## src/rtl/add_order_encoder_if.sv

```systemverilog
// add_order_encoder_if: field-bundle input handshake plus byte-stream output
// handshake of the ITCH Add Order encoder. The encoder owns the master side.
interface add_order_encoder_if;
    // field bundle (valid/ready)
    logic        in_valid;
    logic        in_ready;
    logic [63:0] order_ref;
    logic        buy_sell;
    logic [31:0] shares;
    logic [31:0] stock;
    logic [31:0] price;

    // byte stream (valid/ready)
    logic        out_valid;
    logic        out_ready;
    logic [7:0]  out_byte;
    logic        out_last;

    // completed-message counter
    logic [15:0] msg_count;

    modport master (
        input  in_valid,
        input  order_ref,
        input  buy_sell,
        input  shares,
        input  stock,
        input  price,
        input  out_ready,
        output in_ready,
        output out_valid,
        output out_byte,
        output out_last,
        output msg_count
    );

    modport slave (
        output in_valid,
        output order_ref,
        output buy_sell,
        output shares,
        output stock,
        output price,
        output out_ready,
        input  in_ready,
        input  out_valid,
        input  out_byte,
        input  out_last,
        input  msg_count
    );
endinterface

```

## src/rtl/add_order_encoder.sv

```systemverilog
// add_order_encoder: serializes one ITCH 'A' (Add Order) message from parallel
// fields into a big-endian byte stream with valid/ready flow control.
// Optional feature macro: ADD_ORDER_ENC_LEN_PREFIX_EN prepends the 2-byte
// length prefix 0x00 0x16 to every message (24 bytes instead of 22).
module add_order_encoder #(
    parameter int unsigned IDLE_GAP = 0
) (
    input  logic                clk,
    input  logic                rst,
    add_order_encoder_if.master bus
);

`ifdef ADD_ORDER_ENC_LEN_PREFIX_EN
    localparam int unsigned PREFIX_LEN = 2;
`else
    localparam int unsigned PREFIX_LEN = 0;
`endif
    localparam int unsigned BODY_LEN = 22;
    localparam int unsigned MSG_LEN  = PREFIX_LEN + BODY_LEN;
    localparam int unsigned MSG_BITS = MSG_LEN * 8;
    localparam int unsigned IDX_W    = 5;
    localparam int unsigned GAP_W    = 8;
    localparam int unsigned CNT_W    = 16;
    localparam int unsigned SEL_W    = 8;

    localparam logic [IDX_W-1:0] LAST_IDX = IDX_W'(MSG_LEN - 1);
    localparam logic [GAP_W-1:0] GAP_LOAD = GAP_W'(IDLE_GAP - 1);

    localparam logic [1:0] IDLE = 2'd0;
    localparam logic [1:0] SEND = 2'd1;
    localparam logic [1:0] GAP  = 2'd2;

    logic [1:0]       state_q, state_d;
    logic [IDX_W-1:0] idx_q, idx_d;
    logic [GAP_W-1:0] gap_q, gap_d;
    logic [CNT_W-1:0] cnt_q, cnt_d;

    logic [63:0]      shd_order_ref_q, shd_order_ref_d;
    logic             shd_buy_sell_q, shd_buy_sell_d;
    logic [31:0]      shd_shares_q, shd_shares_d;
    logic [31:0]      shd_stock_q, shd_stock_d;
    logic [31:0]      shd_price_q, shd_price_d;

    logic             in_ready_q, in_ready_d;
    logic             out_valid_q, out_valid_d;
    logic [7:0]       out_byte_q, out_byte_d;
    logic             out_last_q, out_last_d;

    logic [7:0]          side_char;
    logic [MSG_BITS-1:0] frame_c;
    logic [SEL_W-1:0]    bit_base;

    // State, shadow and output registers; reset drops any message in flight
    always_ff @(posedge clk or posedge rst) begin
        if (rst) begin
            state_q         <= IDLE;
            idx_q           <= '0;
            gap_q           <= '0;
            cnt_q           <= '0;
            shd_order_ref_q <= '0;
            shd_buy_sell_q  <= 1'b0;
            shd_shares_q    <= '0;
            shd_stock_q     <= '0;
            shd_price_q     <= '0;
            in_ready_q      <= 1'b0;
            out_valid_q     <= 1'b0;
            out_byte_q      <= 8'h00;
            out_last_q      <= 1'b0;
        end else begin
            state_q         <= state_d;
            idx_q           <= idx_d;
            gap_q           <= gap_d;
            cnt_q           <= cnt_d;
            shd_order_ref_q <= shd_order_ref_d;
            shd_buy_sell_q  <= shd_buy_sell_d;
            shd_shares_q    <= shd_shares_d;
            shd_stock_q     <= shd_stock_d;
            shd_price_q     <= shd_price_d;
            in_ready_q      <= in_ready_d;
            out_valid_q     <= out_valid_d;
            out_byte_q      <= out_byte_d;
            out_last_q      <= out_last_d;
        end
    end

    // Next-state: accept in IDLE, walk the byte index on handshakes, idle gap
    always_comb begin
        state_d         = state_q;
        idx_d           = idx_q;
        gap_d           = gap_q;
        cnt_d           = cnt_q;
        shd_order_ref_d = shd_order_ref_q;
        shd_buy_sell_d  = shd_buy_sell_q;
        shd_shares_d    = shd_shares_q;
        shd_stock_d     = shd_stock_q;
        shd_price_d     = shd_price_q;

        case (state_q)
            IDLE: begin
                // in_ready_q gates acceptance so nothing is taken in the
                // cycle right after reset release
                if (in_ready_q && bus.in_valid) begin
                    shd_order_ref_d = bus.order_ref;
                    shd_buy_sell_d  = bus.buy_sell;
                    shd_shares_d    = bus.shares;
                    shd_stock_d     = bus.stock;
                    shd_price_d     = bus.price;
                    idx_d           = '0;
                    state_d         = SEND;
                end
            end
            SEND: begin
                if (out_valid_q && bus.out_ready) begin
                    if (idx_q == LAST_IDX) begin
                        cnt_d = cnt_q + CNT_W'(1);
                        idx_d = '0;
                        if (IDLE_GAP > 0) begin
                            gap_d   = GAP_LOAD;
                            state_d = GAP;
                        end else begin
                            state_d = IDLE;
                        end
                    end else begin
                        idx_d = idx_q + IDX_W'(1);
                    end
                end
            end
            GAP: begin
                if (gap_q == '0) begin
                    state_d = IDLE;
                end else begin
                    gap_d = gap_q - GAP_W'(1);
                end
            end
            default: begin
                state_d = IDLE;
                idx_d   = '0;
            end
        endcase
    end

    // Output decode from next state: byte selected from next shadow and index
    always_comb begin
        side_char   = shd_buy_sell_d ? 8'h53 : 8'h42;
`ifdef ADD_ORDER_ENC_LEN_PREFIX_EN
        frame_c     = {16'h0016, 8'h41, shd_order_ref_d, side_char,
                       shd_shares_d, shd_stock_d, shd_price_d};
`else
        frame_c     = {8'h41, shd_order_ref_d, side_char,
                       shd_shares_d, shd_stock_d, shd_price_d};
`endif
        bit_base    = SEL_W'(MSG_BITS - 8) - {idx_d, 3'b000};
        in_ready_d  = (state_d == IDLE);
        out_valid_d = (state_d == SEND);
        out_last_d  = out_valid_d && (idx_d == LAST_IDX);
        out_byte_d  = out_valid_d ? frame_c[bit_base +: 8] : 8'h00;
    end

    assign bus.in_ready  = in_ready_q;
    assign bus.out_valid = out_valid_q;
    assign bus.out_byte  = out_byte_q;
    assign bus.out_last  = out_last_q;
    assign bus.msg_count = cnt_q;

endmodule

```

## src/flat_wrapper.sv

```systemverilog
// flat-port wrapper written by rule: the top's interface ports become plain ports
module add_order_encoder_flat 
#(
    parameter int unsigned IDLE_GAP = 0
)
  (clk, rst, bus_in_valid, bus_order_ref, bus_buy_sell, bus_shares, bus_stock, bus_price, bus_out_ready, bus_in_ready, bus_out_valid, bus_out_byte, bus_out_last, bus_msg_count);
  add_order_encoder_if bus_i ();
  input  logic clk;
  input  logic rst;
  input wire logic [$bits(bus_i.in_valid)-1:0] bus_in_valid;
  input wire logic [$bits(bus_i.order_ref)-1:0] bus_order_ref;
  input wire logic [$bits(bus_i.buy_sell)-1:0] bus_buy_sell;
  input wire logic [$bits(bus_i.shares)-1:0] bus_shares;
  input wire logic [$bits(bus_i.stock)-1:0] bus_stock;
  input wire logic [$bits(bus_i.price)-1:0] bus_price;
  input wire logic [$bits(bus_i.out_ready)-1:0] bus_out_ready;
  output wire logic [$bits(bus_i.in_ready)-1:0] bus_in_ready;
  output wire logic [$bits(bus_i.out_valid)-1:0] bus_out_valid;
  output wire logic [$bits(bus_i.out_byte)-1:0] bus_out_byte;
  output wire logic [$bits(bus_i.out_last)-1:0] bus_out_last;
  output wire logic [$bits(bus_i.msg_count)-1:0] bus_msg_count;
  assign bus_i.in_valid = bus_in_valid;
  assign bus_i.order_ref = bus_order_ref;
  assign bus_i.buy_sell = bus_buy_sell;
  assign bus_i.shares = bus_shares;
  assign bus_i.stock = bus_stock;
  assign bus_i.price = bus_price;
  assign bus_i.out_ready = bus_out_ready;
  assign bus_in_ready = bus_i.in_ready;
  assign bus_out_valid = bus_i.out_valid;
  assign bus_out_byte = bus_i.out_byte;
  assign bus_out_last = bus_i.out_last;
  assign bus_msg_count = bus_i.msg_count;
  add_order_encoder #(.IDLE_GAP(IDLE_GAP)) u_core (.clk(clk), .rst(rst), .bus(bus_i));
endmodule
```

## config.mk

```make
export PLATFORM = sky130hd
export DESIGN_NAME = add_order_encoder_flat
export DESIGN_NICKNAME = d
export VERILOG_FILES = /design/src/rtl/add_order_encoder_if.sv /design/src/rtl/add_order_encoder.sv /design/src/flat_wrapper.sv
export SDC_FILE = /design/constraint.sdc
export NUM_CORES = 1
export LEC_CHECK = 0
export CORE_ASPECT_RATIO = 0.75
export CORE_MARGIN = 5
export CORE_UTILIZATION = 37
export CTS_CLUSTER_DIAMETER = 100
export DETAILED_ROUTE_END_ITERATION = 8
export PLACE_DENSITY = 0.6
export RECOVER_POWER = 50
export SLEW_MARGIN = 20
export SYNTH_ARGS = -nofsm -noshare
export SYNTH_HDL_FRONTEND = slang
export SYNTH_SLANG_ARGS = --single-unit
export TNS_END_PERCENT = 100
```

## constraint.sdc

```tcl
create_clock -name clk -period 13.1 [get_ports clk]
set_clock_uncertainty 0.2 [all_clocks]
set_input_delay 1.965 -clock clk [delete_from_list [all_inputs] [get_ports clk]]
set_output_delay 1.965 -clock clk [all_outputs]
set_load 0.005 [all_outputs]
```

==> results of run 1 <==
-- worst max path at each step --
stage,start,to,slack (ps)
floorplan,rst,u_core.bus.in_ready$_DFF_PP0_,5400
global placement,bus_out_ready,u_core.bus.out_byte[7]$_DFF_PP0_,6970
detailed placement,bus_out_ready,u_core.bus.out_byte[7]$_DFF_PP0_,6700
CTS,bus_out_ready,u_core.bus.out_byte[7]$_DFF_PP0_,7240
global route,rst,u_core.shd_shares_q[3]$_DFF_PP0_,4760
finish,bus_out_ready,u_core.bus.out_byte[7]$_DFF_PP0_,5650
-- critical path: cells and delay by family --
| kind | cells | cell delay [ps] |
|---|---|---|
| AO/OA/AOI/OAI | 3 | 420 |
| buffers and inverters | 4 | 3150 |
| adder cells (fa/ha/maj) | 1 | 880 |
| AND/OR/NAND/NOR | 5 | 1190 |
-- metrics by stage --
step	instance area [µm²]	hold slack (ps)	util [%]	std cells	total power, mW
after floorplan	9460	242	-	733	1.83
after global placement	11600	263	46.3	1228	2.17
after detailed placement	11600	262	46.3	1228	2.20
after CTS	12400	278	49.3	1267	2.85
after global routing	12300	288	49.2	1267	3.02
final	12300	265	49.2	1267	2.83
-- per-layer routing --
layer / track usage (%) / vias to the layer above / routed length, µm
met5: 0 / - / 14
met4: 2.95 / 4 / 423
met3: 5.46 / 34 / 1970
met2: 26.4 / 209 / 11400
met1: 26.1 / 3248 / 12500
li1: - / 2989 / -
-- sequential cells by signal, summed over array words and instances (netlist names), 2 cells and up --
name                    count
u_core.shd_stock_q         32
u_core.bus.out_byte         8
u_core.bus.msg_count       16
u_core.shd_order_ref_q     64
u_core.idx_q                5
u_core.shd_shares_q        32
u_core.gap_q                8
u_core.shd_price_q         32
u_core.state_q              2
-- layout make-up --
class | instances | area, µm² | area share (%)
flip-flops and latches | 203 | 5080 | 41.2
multi-input cells | 477 | 4080 | 33.1
repair buffers | 197 | 1970 | 15.9
clock buffers | 33 | 663 | 5.37
well taps | 338 | 423 | 3.43
clock inverters | 6 | 80.1 | 0.649
inverters | 13 | 50.0 | 0.405
-- logic make-up (layout without fill, tap and decap cells) --
| kind of cell | after synthesis | in the layout |
|---|---|---|
| DFF | 203 | 203 |
| and+or+nand+nor | 148 | 148 |
| buffers and inverters | 53 | 249 |
| adders and majority gates | 6 | 6 |
| AOI/OAI and AO/OA | 78 | 78 |
| muxes | 220 | 220 |
| xor gates and xnor gates | 25 | 25 |
-- where the power goes --
part,switching [mW],internal (mW)
clock,0.253,0.388
sequential,0.0790,0.895
combinational,0.650,0.566
-- cells in the mapped netlist, types with 2 or more instances --
cell / number / area [µm²]
clkbuf_1: 5 / 18.8
o2bb2ai_1: 3 / 26.3
o32ai_1: 2 / 17.5
a32o_1: 2 / 20.0
o32a_1: 2 / 20.0
mux4_2: 6 / 135
a2bb2oi_1: 3 / 26.3
dfrtp_1: 203 / 5080
inv_1: 11 / 41.3
nand2_1: 42 / 158
and2_1: 4 / 25.0
xnor2_1: 15 / 131
nor3_1: 9 / 45.0
nor2b_1: 3 / 18.8
or2_2: 2 / 12.5
o21ai_0: 15 / 75.1
buf_4: 3 / 22.5
buf_2: 24 / 120
nand3_1: 20 / 100
a21oi_1: 18 / 90.1
and3_1: 3 / 18.8
xor2_1: 9 / 78.8
ha_1: 6 / 75.1
nand2b_1: 3 / 18.8
nor4_1: 4 / 25.0
nand4_1: 3 / 18.8
o21a_1: 6 / 45.0
clkbuf_8: 3 / 41.3
mux2i_1: 44 / 440
o211ai_1: 4 / 30.0
nor2_1: 43 / 161
or3_1: 2 / 12.5
o2111a_1: 3 / 33.8
a211o_1: 2 / 17.5
buf_6: 2 / 22.5
mux2_2: 170 / 1910
o31ai_1: 3 / 22.5
a311oi_1: 3 / 26.3
==> flow_metrics.tcl, run 1 <==
set metrics [dict create \
    status "finished, violations left" \
    violations "max-capacitance violations, max-slew violations" \
    setup.worst_path.end_class "register" \
    hp-start "u_core.bus.msg_count[15]$_DFFE_PP0P_" \
    num_vias 6484 \
    syn_area_um2 9460 \
    synth-compound-area-share_pct 6.08 \
    power_density_nw_per_um2 229 \
    cts_hold_repair.buffers 0 \
    cts_tree "done" \
    ys_seq_area_share_pct 53.7 \
    post_cts_buffers 0 \
    cts-buffers-inserted 22 \
    tns_ps 0 \
    crit_type "input port to register" \
    clkSinkCount 203 \
    syn_to_final_growth_pct 30.5 \
    synth_edf_count 0 \
    slew_headroom_pct -344 \
    rsz0062_at_grt "no" \
    antenna_found_initial 2 \
    cts-root-buf "clkbuf_16" \
    clkLatencyLatePin_ps 510 \
    wl_per_cell_um 20.8 \
    cts-root-to-sink-buffers 3 \
    ctsResizeCount 0 \
    mostFrequentLayoutCell "dfrtp_1" \
    r2r_cells 13 \
    core_um2 25100 \
    max_freq_mhz 134 \
    synth-seq-cells 203 \
    finalCritPeriodShare_pct 56.9 \
    critPathMostFrequentCell "nor3_1" \
    ant_nets 0 \
    yosys.area_share.simple_pct 7.41 \
    synth_top_family_by_area "multiplexers" \
    final_cell_mix "dfrtp_1 (203), mux2_2 (170), clkdlybuf4s50_1 (161), mux2i_1 (44), nor2_1 (43)" \
    ff2ff_setup_slack_ps 7010 \
    ys_dominant_reg_cell "dfrtp_1" \
    cap_viol_max_count 2 \
    min_to "u_core.bus.msg_count[15]$_DFFE_PP0P_" \
    ys.warnings.count 0 \
    start_util_pct 37.7 \
    drive_above_1_share_pct 24.5 \
    path_max_fanout 41 \
    report.final.hold_viol_count 0 \
    hold_path_class "register to register" \
    synth.distinct_cells 66 \
    yosys.area_share.xor_xnor_pct 2.51 \
    synthCells 733 \
    vias_per_cell 5.12 \
    setup-violations-final 0 \
    cp_data_arrival_time_ps 7650 \
    fin_nets 1085 \
    drt-initial-drc-count 480 \
    antenna_cells 0 \
    num_io_pins 192 \
    die_h_um 148 \
    dp_hpwl_um 18300 \
    cp.required_ps 13300 \
    r2r_start "u_core.idx_q[0]$_DFF_PP0_" \
    setup_ws_ps 5650 \
    grt_pass1_vias 6907 \
    avgSynthCellArea_um2 12.9 \
    first_pass_iters 5 \
    synth_fp_nets 904 \
    h-tree-depth 1 \
    port_buffers 191 \
    worst_ir_drop_vdd_v 0.000119 \
    p_leak_nw 5.27 \
    num-fill-cells 2281 \
    clkTransAtPathRegs_ps 70 \
    rows 50 \
    worstMarginPinSlew_ps 6630 \
    drt-total-wl_um 26300 \
    grt_first_pass_wirelength_um 40600 \
    gr-total-overflow 0 \
    drc 0 \
    maxSlewViolCount 192 \
    period_minus_slack_ps 7450 \
    gp_congestion 0.802 \
    synth.mux.area_fraction_pct 26.3 \
    pre_cts_ws_ps 6700 \
    grt_util_all_layers_pct 17.8 \
    path_cells "dlygate4sd3_1 > nand4b_1 > nor3_1 > nor2_4 > inv_2 > clkbuf_1 > ha_1 > clkinv_1 > nand2_1 > o2bb2ai_1 > nor3_1 > a311oi_1 > o21a_1" \
    cp_slowest_cell "clkbuf_1" \
    die_x_um 195 \
    r2r_end "u_core.bus.out_byte[7]$_DFF_PP0_" \
    synth-adder-area-share_pct 0.794 \
    dieArea_um2 28900 \
    start_kind "input port" \
    grt_max_degree 164 \
    critical-path-max-stage-delay_ps 1790 \
    whs_path_depth 1 \
    async_flop_share_pct 100 \
]
No activity file was read; power rests on OpenSTA's default activity.
==> inputs of run 2 (changes only) <==
--- a/config.mk
+++ b/config.mk
@@ -10,7 +10,7 @@
 export CORE_UTILIZATION = 37
 export CTS_CLUSTER_DIAMETER = 100
 export DETAILED_ROUTE_END_ITERATION = 8
-export PLACE_DENSITY = 0.6
+export PLACE_DENSITY = 0.62
 export RECOVER_POWER = 50
 export SLEW_MARGIN = 20
 export SYNTH_ARGS = -nofsm -noshare
==> constraint.sdc (replaced) <==
create_clock -name clk -period 6.38 [get_ports clk]
set_clock_uncertainty 0.2 [all_clocks]
set_input_delay 0.957 -clock clk [delete_from_list [all_inputs] [get_ports clk]]
set_output_delay 0.957 -clock clk [all_outputs]
set_load 0.005 [all_outputs]
==> run 2 against run 1 <==
Effect of this change: the flow still finishes with violations (max-capacitance violations, max-slew violations); core utilization rose by 0.16 points; largest power group unchanged; largest cell class unchanged; setup slack got worse by 3800 ps; global-route usage fell by 0.23 points; clock power up 100%; total power increased by 100%; via count fell by 0.93%.
==> flow_metrics.tcl, run 2 (synthesis gave the netlist of run 1 again) <==
set metrics [dict create \
    status "finished, violations left" \
    violations "max-capacitance violations, max-slew violations" \
    grt_first_pass_wirelength_um 40100 \
    rows 50 \
    h-tree-depth 1 \
    clkLatencyLatePin_ps 500 \
    hold_path_class "register to register" \
    p_comb_share_pct 42.9 \
    die_x_um 195 \
    drt-total-wl_um 25700 \
    mostFrequentLayoutCell "dfrtp_1" \
    critPathMostFrequentCell "mux2_2" \
    cp_data_arrival_time_ps 4690 \
    critical-path-max-stage-delay_ps 980 \
    drc 0 \
    die_h_um 148 \
    grt_max_degree 114 \
    p_leak_nw 5.26 \
    fin_nets 1090 \
    setup.worst_path.end_class "register" \
    cp.required_ps 6560 \
    worstMarginPinSlew_ps 1510 \
    setup-violations-final 0 \
    final_cell_mix "dfrtp_1 (203), clkdlybuf4s50_1 (174), mux2_2 (159), mux2i_1 (44), nor2_1 (43)" \
    cp_slowest_cell "clkbuf_1" \
    path_cells "dlygate4sd3_1 > nand3b_1 > nor2_1 > clkbuf_1 > mux2_2 > mux2_2 > mux4_2 > o21ai_0 > o2bb2ai_1" \
    period_minus_slack_ps 4510 \
    path_max_fanout 23 \
    drt-initial-drc-count 306 \
    dp_hpwl_um 18700 \
    start_kind "input port" \
    cap_viol_max_count 1 \
    p_sw_mw 1.99 \
    clkTransAtPathRegs_ps 60 \
    wl_per_cell_um 20.2 \
    num_io_pins 192 \
    p_seq_share_pct 34.6 \
    start_util_pct 37.7 \
    ant_nets 0 \
    switching_share_pct 34.6 \
    worst_ir_drop_vdd_v 0.000285 \
    maxSlewViolCount 29 \
    gp_congestion 0.837 \
    syn_to_final_growth_pct 30.9 \
    grt_pass1_vias 6817 \
    report.final.hold_viol_count 0 \
    first_pass_iters 5 \
    clock_power_share_pct 22.5 \
    gr-total-overflow 0 \
    tns_ps 0 \
    port_buffers 191 \
    num-fill-cells 2223 \
    cts_hold_repair.buffers 0 \
    ctsResizeCount 0 \
    hold_slack_ps 267 \
    num_vias 6424 \
    finalCritPeriodShare_pct 70.6 \
    slew_headroom_pct -1.02 \
    power_density_nw_per_um2 464 \
    crit_type "input port to register" \
    grt_util_all_layers_pct 17.5 \
    cts-root-to-sink-buffers 3 \
    rsz0062_at_grt "no" \
    largest-register "u_core.shd_order_ref_q" \
    drive_above_1_share_pct 23.6 \
    post_cts_buffers 0 \
    core_um2 25100 \
    max_freq_mhz 222 \
    seq_area_um2 5080 \
    largest_register_ffs 64 \
    antenna_found_initial 2 \
    cts-root-buf "clkbuf_16" \
    cts_tree "done" \
    dieArea_um2 28900 \
    cts-buffers-inserted 22 \
    multi_input_area_um2 4070 \
    internal-power_mw 3.75 \
    vias_per_cell 5.05 \
    ff2ff_setup_slack_ps 2300 \
    clkSinkCount 203 \
]
-- run 2: final timing paths --
kind	cells past startpoint	endpoint	from
worst max-delay path	9	u_core.bus.out_byte[4]$_DFF_PP0_	bus_in_valid
worst max register to register	8	u_core.bus.out_byte[4]$_DFF_PP0_	u_core.state_q[1]$_DFF_PP0_
worst min register to register	1	u_core.gap_q[6]$_DFFE_PP0P_	u_core.gap_q[6]$_DFFE_PP0P_
max in group asynchronous	3	u_core.bus.out_byte[3]$_DFF_PP0_	rst
min in group asynchronous	2	u_core.shd_stock_q[25]$_DFF_PP0_	rst
worst min-delay path	1	u_core.gap_q[6]$_DFFE_PP0P_	u_core.gap_q[6]$_DFFE_PP0P_
-- run 2: per-layer routing --
| metal | share of wire, % | GRT usage, % | up-vias |
|---|---|---|---|
| met1 | 48 | 26.1 | 3200 |
| met3 | 6.9 | 4.91 | 34 |
| met4 | 1.5 | 3.02 | 4 |
| met5 | 0.097 | 0 | - |
| li1 | - | - | 2994 |
| met2 | 43 | 25.9 | 192 |
-- run 2: critical path, delay by kind of cell --
kind | cells | cell delay, ps
multiplexers | 3 | 1170
buffers and inverters | 2 | 1520
AO/OA/AOI/OAI | 2 | 260
AND/OR/NAND/NOR | 2 | 770
-- run 2: area by class of cell --
cell class,instances,area share [%]
clock buffers,30,5.10
repair buffers,202,16.3
clock inverters,8,0.818
well taps,338,3.41
inverters,13,0.404
multi-input cells,477,32.9
flip-flops and latches,203,41.0
diodes,1,0.0202
-- run 2: power groups by stage --
| stage | sequential [mW] | clock [mW] | combinational [mW] |
|---|---|---|---|
| 6_report | 1.99 | 1.29 | 2.47 |
| 4_1_cts | 1.99 | 1.32 | 2.51 |
| 3_5_place_dp | 2.02 | 0 | 2.48 |
| 2_1_floorplan | 1.96 | 0 | 1.81 |
| 5_1_grt | 2.04 | 1.38 | 2.70 |
| 3_3_place_gp | 2.00 | 0 | 2.47 |
-- run 2: stage by stage --
step / power [mW] / utilization, % / worst slack (ps) / std cells / cell area [µm²]
2_1_floorplan: 3.77 / - / 2380 / 733 / 9460
3_3_place_gp: 4.47 / 46.6 / 1950 / 1233 / 11700
3_5_place_dp: 4.50 / 46.6 / 1870 / 1233 / 11700
4_1_cts: 5.82 / 49.5 / 2350 / 1271 / 12400
5_1_grt: 6.11 / 49.4 / 1620 / 1271 / 12400
6_report: 5.74 / 49.4 / 1870 / 1272 / 12400
==> inputs of run 3 (changes only) <==
--- a/config.mk
+++ b/config.mk
@@ -10,7 +10,7 @@
 export CORE_UTILIZATION = 37
 export CTS_CLUSTER_DIAMETER = 100
 export DETAILED_ROUTE_END_ITERATION = 8
-export PLACE_DENSITY = 0.62
+export PLACE_DENSITY = 0.6
 export RECOVER_POWER = 50
 export SLEW_MARGIN = 20
 export SYNTH_ARGS = -nofsm -noshare
==> constraint.sdc (replaced) <==
create_clock -name clk -period 4.65 [get_ports clk]
set_clock_uncertainty 0.2 [all_clocks]
set_input_delay 0.6975 -clock clk [delete_from_list [all_inputs] [get_ports clk]]
set_output_delay 0.6975 -clock clk [all_outputs]
set_load 0.005 [all_outputs]
==> run 3 against run 2 <==
Effect of this change: the run still ends with max-capacitance violations, max-slew violations left; largest cell class unchanged; critical path type unchanged; worst hold slack got worse by 0.74 ps; die area stayed put; critical endpoint is now u_core.bus.out_byte[3]$_DFF_PP0_; critical path depth grew 2.
==> flow_metrics.tcl, run 3 (synthesis gave the netlist of run 1 again) <==
set metrics [dict create \
    dieArea_um2 28900 \
    worst_ir_drop_vdd_v 0.000461 \
    port_buffers 191 \
    report.final.hold_viol_count 0 \
    grt_max_degree 127 \
    cts_hold_repair.buffers 0 \
    ant_nets 0 \
    maxSlewViolCount 78 \
    final_cell_mix "dfrtp_1 (203), clkdlybuf4s50_1 (188), mux2_2 (170), mux2i_1 (44)" \
    multi_input_area_um2 4090 \
    cts-root-buf "clkbuf_16" \
    start_kind "input port" \
    fin_nets 1092 \
    drc 0 \
    rows 50 \
    violations "max-capacitance violations, max-slew violations" \
    num_io_pins 192 \
    grt_first_pass_wirelength_um 39300 \
    status "finished, violations left" \
    largest_register_ffs 64 \
    finalCritPeriodShare_pct 79.6 \
    drive_above_1_share_pct 24.7 \
    largest-register "u_core.shd_order_ref_q" \
    setup_ws_ps 949 \
    clkTransAtPathRegs_ps 60 \
    power_mw 7.79 \
    die_x_um 195 \
    cp_slowest_cell "dlygate4sd3_1" \
    slew_headroom_pct -27.4 \
    start_util_pct 37.7 \
    crit_family "compound AO/OA/AOI/OAI gates" \
    fin_util_pct 49.2 \
    p_leak_nw 5.20 \
    syn_to_final_growth_pct 30.5 \
    gp_congestion 0.854 \
    cap_viol_max_count 1 \
    grt_util_all_layers_pct 17.1 \
    first_pass_iters 4 \
    die_h_um 148 \
    worstMarginPinSlew_ps 1910 \
    num-fill-cells 2233 \
    grt_pass1_vias 6928 \
    clkLatencyLatePin_ps 500 \
    core_um2 25100 \
    mostFrequentLayoutCell "dfrtp_1" \
    hold_path_class "register to register" \
    post_cts_buffers 0 \
    num_vias 6375 \
    vias_per_cell 5.02 \
    cts-root-to-sink-buffers 3 \
    max_freq_mhz 270 \
    dp_hpwl_um 18000 \
    path_cells "dlygate4sd3_1 > nand3b_1 > a32o_1 > a31o_2 > ha_1 > buf_4 > nand2_1 > o32a_1 > o2111a_1 > a311oi_1 > o21a_1" \
    seq_area_um2 5080 \
    power_density_nw_per_um2 631 \
    cp.required_ps 4880 \
    cts-buffers-inserted 22 \
    h-tree-depth 1 \
    wl_per_cell_um 19.7 \
    ctsResizeCount 0 \
    tns_ps 0 \
    crit_type "input port to register" \
    hold_slack_ps 266 \
    drt-initial-drc-count 348 \
    pre_cts_ws_ps 514 \
    drt-total-wl_um 25000 \
    setup-violations-final 0 \
    period_minus_slack_ps 3700 \
    cts_tree "done" \
    cp_data_arrival_time_ps 3930 \
    antenna_found_initial 0 \
    clkSinkCount 203 \
    crit_buf_inv 2 \
    rsz0062_at_grt "no" \
    antenna_cells 0 \
    gr-total-overflow 0 \
    critical-path-max-stage-delay_ps 550 \
    path_max_fanout 22 \
    setup.worst_path.end_class "register" \
]
==> run 3: cell types whose count changed in the layout (fill, tap and decap cells not counted), sizes merged <==
cell / previous run / this run
clkdlybuf4s50: 174 / 188
dlygate4sd3: 17 / 3
clkinv: 7 / 1
buf: 9 / 12
clkbuf: 32 / 35
bufinv: 2 / 0
diode: 1 / 0
==> run 3: where the power goes <==
part           switching, mW  total [mW]  internal (mW)
Combinational           1.81        3.44           1.63
Clock                  0.668        1.63          0.959
Sequential             0.217        2.73           2.51
==> run 3: through the flow <==
step	instance area, µm²	instances
after global routing	12300	1269
after CTS	12400	1269
after detailed placement	11700	1235
after floorplan	9460	733
final	12300	1269
after global placement	11700	1235
==> run 3: final cells by class <==
class | instances | area share [%]
Sequential cell | 203 | 41.2
Multi-Input combinational cell | 477 | 33.1
Timing Repair Buffer | 204 | 16.6
Tap cell | 338 | 3.43
Inverter | 13 | 0.405
Clock buffer | 34 | 5.32
==> run 3: metal layers <==
metal	up-vias	GRT usage [%]	share of wire [%]	wire length, µm
li1	2997	-	-	-
met1	3160	25.4	48	12000
met2	186	26.0	44	11000
met3	32	3.96	6.7	1670
met4	0	2.95	1.5	365
met5	-	0	0	0
==> run 3: path summary, 6_finish.rpt <==
check | start | end | slack [ps] | cells past startpoint
max in group asynchronous | rst | u_core.shd_order_ref_q[43]$_DFF_PP0_ | 1870 | 3
min in group asynchronous | rst | u_core.shd_order_ref_q[17]$_DFF_PP0_ | 660 | 3
min | u_core.gap_q[6]$_DFFE_PP0P_ | u_core.gap_q[6]$_DFFE_PP0P_ | 270 | 1
max | bus_in_valid | u_core.bus.out_byte[3]$_DFF_PP0_ | 950 | 11
max reg2reg | u_core.idx_q[0]$_DFF_PP0_ | u_core.bus.out_byte[3]$_DFF_PP0_ | 1130 | 11
min reg2reg | u_core.gap_q[6]$_DFFE_PP0P_ | u_core.gap_q[6]$_DFFE_PP0P_ | 270 | 1
